==> src/rtl/bcd_pkg.sv <==
// Shared types and constants for the binary-to-BCD display path.
package bcd_pkg;

    typedef enum logic [1:0] {
        IDLE  = 2'd0,
        SHIFT = 2'd1,
        ERR   = 2'd2
    } state_t;

    localparam int          DIGIT_W     = 4;
    localparam int          BCD_MAX_DEC = 9999;
    localparam logic [15:0] BCD_INVALID = 16'hFFFF;

endpackage

==> src/rtl/bcd_add3.sv <==
// Double-dabble digit corrector: adds 3 to a BCD digit of 5 or more.
module bcd_add3
    import bcd_pkg::*;
(
    input  logic [DIGIT_W-1:0] a,
    output logic [DIGIT_W-1:0] y
);

    always_comb begin
        y = a;
        if (a >= DIGIT_W'(5))
            y = a + DIGIT_W'(3);
    end

endmodule

==> src/rtl/bin_to_bcd_seq.sv <==
// Sequential shift-and-add-3 converter feeding the seven-segment display register.
//   state | meaning
//   IDLE  | waiting for start; outputs hold the last result
//   SHIFT | one double-dabble iteration per clock, BIN_W iterations
//   ERR   | input above MAX_VAL; publish the blanking pattern next edge
module bin_to_bcd_seq
    import bcd_pkg::*;
#(
    parameter int BIN_W   = 14,
    parameter int DIGITS  = 4,
    parameter int MAX_VAL = BCD_MAX_DEC
) (
    input  logic                      clk,
    input  logic                      rst,
    input  logic                      start,
    input  logic [BIN_W-1:0]          bin_in,
    output logic                      busy,
    output logic                      done,
    output logic                      overflow,
    output logic [DIGIT_W*DIGITS-1:0] bcd_out
);

    localparam int BCD_W = DIGIT_W * DIGITS;
    localparam int SW    = BCD_W + BIN_W;
    localparam int CNT_W = (BIN_W > 1) ? $clog2(BIN_W) : 1;
    localparam logic [BIN_W-1:0] MAX_BIN  = BIN_W'(MAX_VAL);
    localparam logic [CNT_W-1:0] LAST_CNT = CNT_W'(BIN_W - 1);

    state_t           state;
    logic [SW-1:0]    scratch;
    logic [CNT_W-1:0] cnt;
    logic [BCD_W-1:0] corr;
    logic [SW-1:0]    scratch_nxt;

    for (genvar g = 0; g < DIGITS; g++) begin : g_digit
        bcd_add3 u_add3 (
            .a (scratch[BIN_W + DIGIT_W*g +: DIGIT_W]),
            .y (corr[DIGIT_W*g +: DIGIT_W])
        );
    end

    // The shift drops the top bit of the corrected vector; it is always 0 for in-range inputs.
    assign scratch_nxt = {corr, scratch[BIN_W-1:0]} << 1;

    always_ff @(posedge clk) begin
        if (rst) begin
            state    <= IDLE;
            scratch  <= '0;
            cnt      <= '0;
            busy     <= 1'b0;
            done     <= 1'b0;
            overflow <= 1'b0;
            bcd_out  <= '0;
        end else begin
            done <= 1'b0;
            case (state)
                IDLE: begin
                    if (start) begin
                        busy <= 1'b1;
                        if (bin_in <= MAX_BIN) begin
                            scratch <= {{BCD_W{1'b0}}, bin_in};
                            cnt     <= '0;
                            state   <= SHIFT;
                        end else begin
                            state <= ERR;
                        end
                    end
                end
                SHIFT: begin
                    scratch <= scratch_nxt;
                    if (cnt == LAST_CNT) begin
                        cnt      <= '0;
                        bcd_out  <= scratch_nxt[SW-1 -: BCD_W];
                        overflow <= 1'b0;
                        done     <= 1'b1;
                        busy     <= 1'b0;
                        state    <= IDLE;
                    end else begin
                        cnt <= cnt + 1'b1;
                    end
                end
                ERR: begin
                    bcd_out  <= '1;
                    overflow <= 1'b1;
                    done     <= 1'b1;
                    busy     <= 1'b0;
                    state    <= IDLE;
                end
                default: begin
                    state <= IDLE;
                    busy  <= 1'b0;
                end
            endcase
        end
    end

endmodule
==> config.mk <==
export PLATFORM = sky130hd
export DESIGN_NAME = bin_to_bcd_seq
export DESIGN_NICKNAME = d
export VERILOG_FILES = /design/src/rtl/bcd_pkg.sv /design/src/rtl/bcd_add3.sv /design/src/rtl/bin_to_bcd_seq.sv
export SDC_FILE = /design/constraint.sdc
export NUM_CORES = 1
export LEC_CHECK = 0
export ABC_AREA = 1
export BUFFER_PORTS_ARGS = -buffer_cell sky130_fd_sc_hd__buf_4
export CAP_MARGIN = 15
export CORE_UTILIZATION = 55
export DETAILED_ROUTE_END_ITERATION = 8
export PLACE_DENSITY = 0.81
export SYNTH_ARGS = -nofsm -noshare
export SYNTH_HDL_FRONTEND = slang
export SYNTH_SLANG_ARGS = --single-unit
==> constraint.sdc <==
create_clock -name clk -period 2.35 [get_ports clk]
set_input_delay 0.5875 -clock clk [delete_from_list [all_inputs] [get_ports clk]]
set_output_delay 0.5875 -clock clk [all_outputs]
set_load 0.01 [all_outputs]
==> impl_metrics.yaml <==
timing:
  grt_setup_unrepaired: "false"
  min_period_over_period_pct: 79.7
  slew_violations: 0
  max_slew.worst_pin.slew_ns: 0.499
  clock.fmax_mhz: 534
  relSlewSlack_pct: 66.7
  worst_clock_skew_ns: 0.00991
  hold_viol_final: 0
  tns_ns: 0
  finalSetupViolCount: 0
  min_period_ns: 1.87
routing:
  routed_wl_um: 6600
  remaining_drc_errors: 0
  vias_per_cell: 5.30
  wl_met2_um: 3000
  drtIter0Drc: 232
  wirelength_met1_um: 3050
  detail-route-antenna-nets: 0
  dr_total_vias: 2768
  top_layer_used: "met4"
  drt_pass1_iterations: 6
  wl_per_cell_um: 12.7
  met3WireLength_um: 444
setup_path:
  crit_arrival_ns: 2.06
  worstPathRequired_ns: 2.54
  setup.worst_path.class: "flip-flop to flip-flop"
  r2r-end: "bcd_out[1]$_SDFFE_PP0P_"
  rr_startpoint: "state[1]$_SDFFE_PP0P_"
  cp-end-kind: "flip-flop"
  reg2reg_depth: 8
  rrSetupSlack_ns: 0.48
  startpoint_type: "flip-flop"
  critPathMaxFanout: 13
floorplanning:
  dieArea_um2: 5720
  die_h_um: 75.6
  fp.dieW_um: 75.6
  io_pins: 36
  coreArea_um2: 5170
  rows: 26
  initial_utilization_pct: 57.6
synthesis:
  synthCells: 422
  yosysTopAreaCellShare_pct: 36.9
  synth_top_area_cell: "dfxtp_1"
  synth_area_um2: 2980
  syn_avg_cell_area_um2: 7.06
  synth_area_leaders: "dfxtp_1, nand2_1, nor2_1"
  ys_ff_latch: 55
  yosysUniqueCellTypes: 30
  syn-num-nets: 452
  synth_seq_area_share_pct: 36.9
  synth_warnings: 0
clock_tree:
  insertion_delay_ns: 0.30
  cts_buffers: 5
  tritoncts: "built"
  cts_hold_buf: 0
  post_cts_resized: 0
  clock_path_buffers: 2
  clock-sinks: 55
  cts_max_level: 2
  clock-root-buffer: "clkbuf_8"
  post_cts_buffers: 0
  cts.clk_slew.worst_paths_ns: 0.10
global_routing:
  grt_max_degree: 30
  track_usage_pct: 24.4
  grt-ovfl-total: 0
  grt_pass1_wl_um: 10700
  antenna_found_initial: 0
  grt_pass1_vias: 2443
finish:
  fin_cells: 522
  finalInstanceArea_um2: 3350
  nets: 481
  diodes: 0
  drive_gt1_share_pct: 14.2
  area_growth_pct: 12.3
run_status:
  outcome: "complete, no violations"
flow_run:
  maxCapViolations: 0
placement:
  place_hpwl_um: 4780
  dp_cells: 514
  placed_cell_area_um2: 3250
  gp_congestion: 0.921
  io_buffer_count: 35
min_path:
  worstHoldEndpoint: "scratch[25]$_SDFFE_PP0P_"
  hold_start: "scratch[25]$_SDFFE_PP0P_"
  hold_path.class: "flip-flop to flip-flop"
  holdPathStages: 2
power_and_ir_drop:
  powerDensity_nw_per_um2: 1020
  vdd_ir_drop_max_uv: 515
  power.leakage_uw: 0.00159
-- cell usage after synthesis --
| master | number |
|---|---|
| buf_4 | 1 |
| ha_1 | 13 |
| o211ai_1 | 4 |
| inv_4 | 2 |
| o211a_1 | 1 |
| a21oi_1 | 17 |
| o21ai_2 | 1 |
| nand2_2 | 2 |
| clkinv_1 | 1 |
| o21bai_1 | 3 |
| nand3_1 | 48 |
| o21ai_0 | 13 |
| nand2_4 | 1 |
| dfxtp_1 | 55 |
| mux2i_1 | 12 |
| inv_1 | 34 |
| nor2_1 | 75 |
| xor2_1 | 2 |
| nand3_4 | 1 |
| buf_2 | 5 |
| a21oi_2 | 2 |
| a31oi_1 | 3 |
| nand3_2 | 1 |
| nor2_2 | 2 |
| nand4_1 | 12 |
| clkbuf_1 | 5 |
| or2_2 | 3 |
| nand2_1 | 94 |
| inv_2 | 1 |
| buf_6 | 8 |
-- state kept, by name (all words and copies together) (netlist names) --
signal    count
scratch      30
done          1
bcd_out      16
overflow      1
state         2
busy          1
cnt           4
-- cell type report --
| class | count | area (µm²) |
|---|---|---|
| well taps | 70 | 87.6 |
| inverters | 38 | 148 |
| repair buffers | 41 | 320 |
| fillers | 474 | 1830 |
| clock buffers | 8 | 100 |
| multi-input cells | 310 | 1590 |
| flip-flops and latches | 55 | 1100 |
-- metal layers --
layer,GRT usage (%),vias to the layer above
li1,-,1421
met1,32.5,1221
met3,3.44,15
met4,9.47,0
met5,0,-
met2,40.2,111
-- worst max-delay path: stages (launching register included) --
cell     delay [ns]
dfxtp_1        0.34
inv_1          0.07
ha_1           0.29
buf_4          0.23
nand2_4        0.10
o21ai_2        0.21
inv_1          0.22
o21ai_0        0.22
a21oi_1        0.06
-- logic make-up after synthesis --
| group | count (synthesis) | share of synthesized area (%) |
|---|---|---|
| flops | 55 | 36.9 |
| simple gates | 239 | 34.6 |
| xor+xnor | 2 | 0.588 |
| compound gates | 44 | 8.65 |
| fa+ha+maj | 13 | 5.46 |
| mux | 12 | 4.03 |
| buf+inv | 57 | 9.70 |
-- metrics by stage --
| stage | setup slack (ns) | total power, µW | hold WS [ns] | utilization (%) |
|---|---|---|---|---|
| final | 0.476 | 3400 | 0.478 | 64.7 |
| after global routing | 0.303 | 3670 | 0.508 | 64.7 |
| after CTS | 0.496 | 3400 | 0.482 | 64.7 |
| after detailed placement | 0.482 | 2840 | 0.461 | 62.8 |
| after global placement | 0.520 | 2780 | 0.450 | 62.8 |
| after floorplan | 0.884 | 2500 | 0.439 | - |
-- cells in the final DEF, fill, tap and decap left out, drive strengths merged --
cell	count
nand2	97
o21ai	14
o21bai	3
dfxtp	55
buf	41
clkinv	1
a21oi	19
or2	3
clkbuf	8
nor2	77
ha	13
nand4	12
a31oi	3
nand3	50
xor2	2
o211a	1
o211ai	4
inv	37
mux2i	12
-- worst max path at each step --
stage          cells after the start                        to                  start  slack, ns
6_report                           8   bcd_out[1]$_SDFFE_PP0P_  state[1]$_SDFFE_PP0P_       0.48
5_1_grt                            8  bcd_out[10]$_SDFFE_PP0P_  state[1]$_SDFFE_PP0P_       0.30
4_1_cts                            8   bcd_out[9]$_SDFFE_PP0P_  state[1]$_SDFFE_PP0P_       0.50
3_5_place_dp                       6           done$_SDFF_PP0_                    rst       0.48
3_3_place_gp                      10  scratch[22]$_SDFFE_PP0P_              bin_in[5]       0.52
2_1_floorplan                     10  scratch[20]$_SDFFE_PP0P_             bin_in[10]       0.88
-- power breakdown --
group	internal [µW]	leakage, µW	switching [µW]	total, µW
Sequential	1180	0.000453	173	1350
Combinational	566	0.00109	911	1480
Clock	270	0.0000515	300	570
Power figures use the tool's default switching activity.
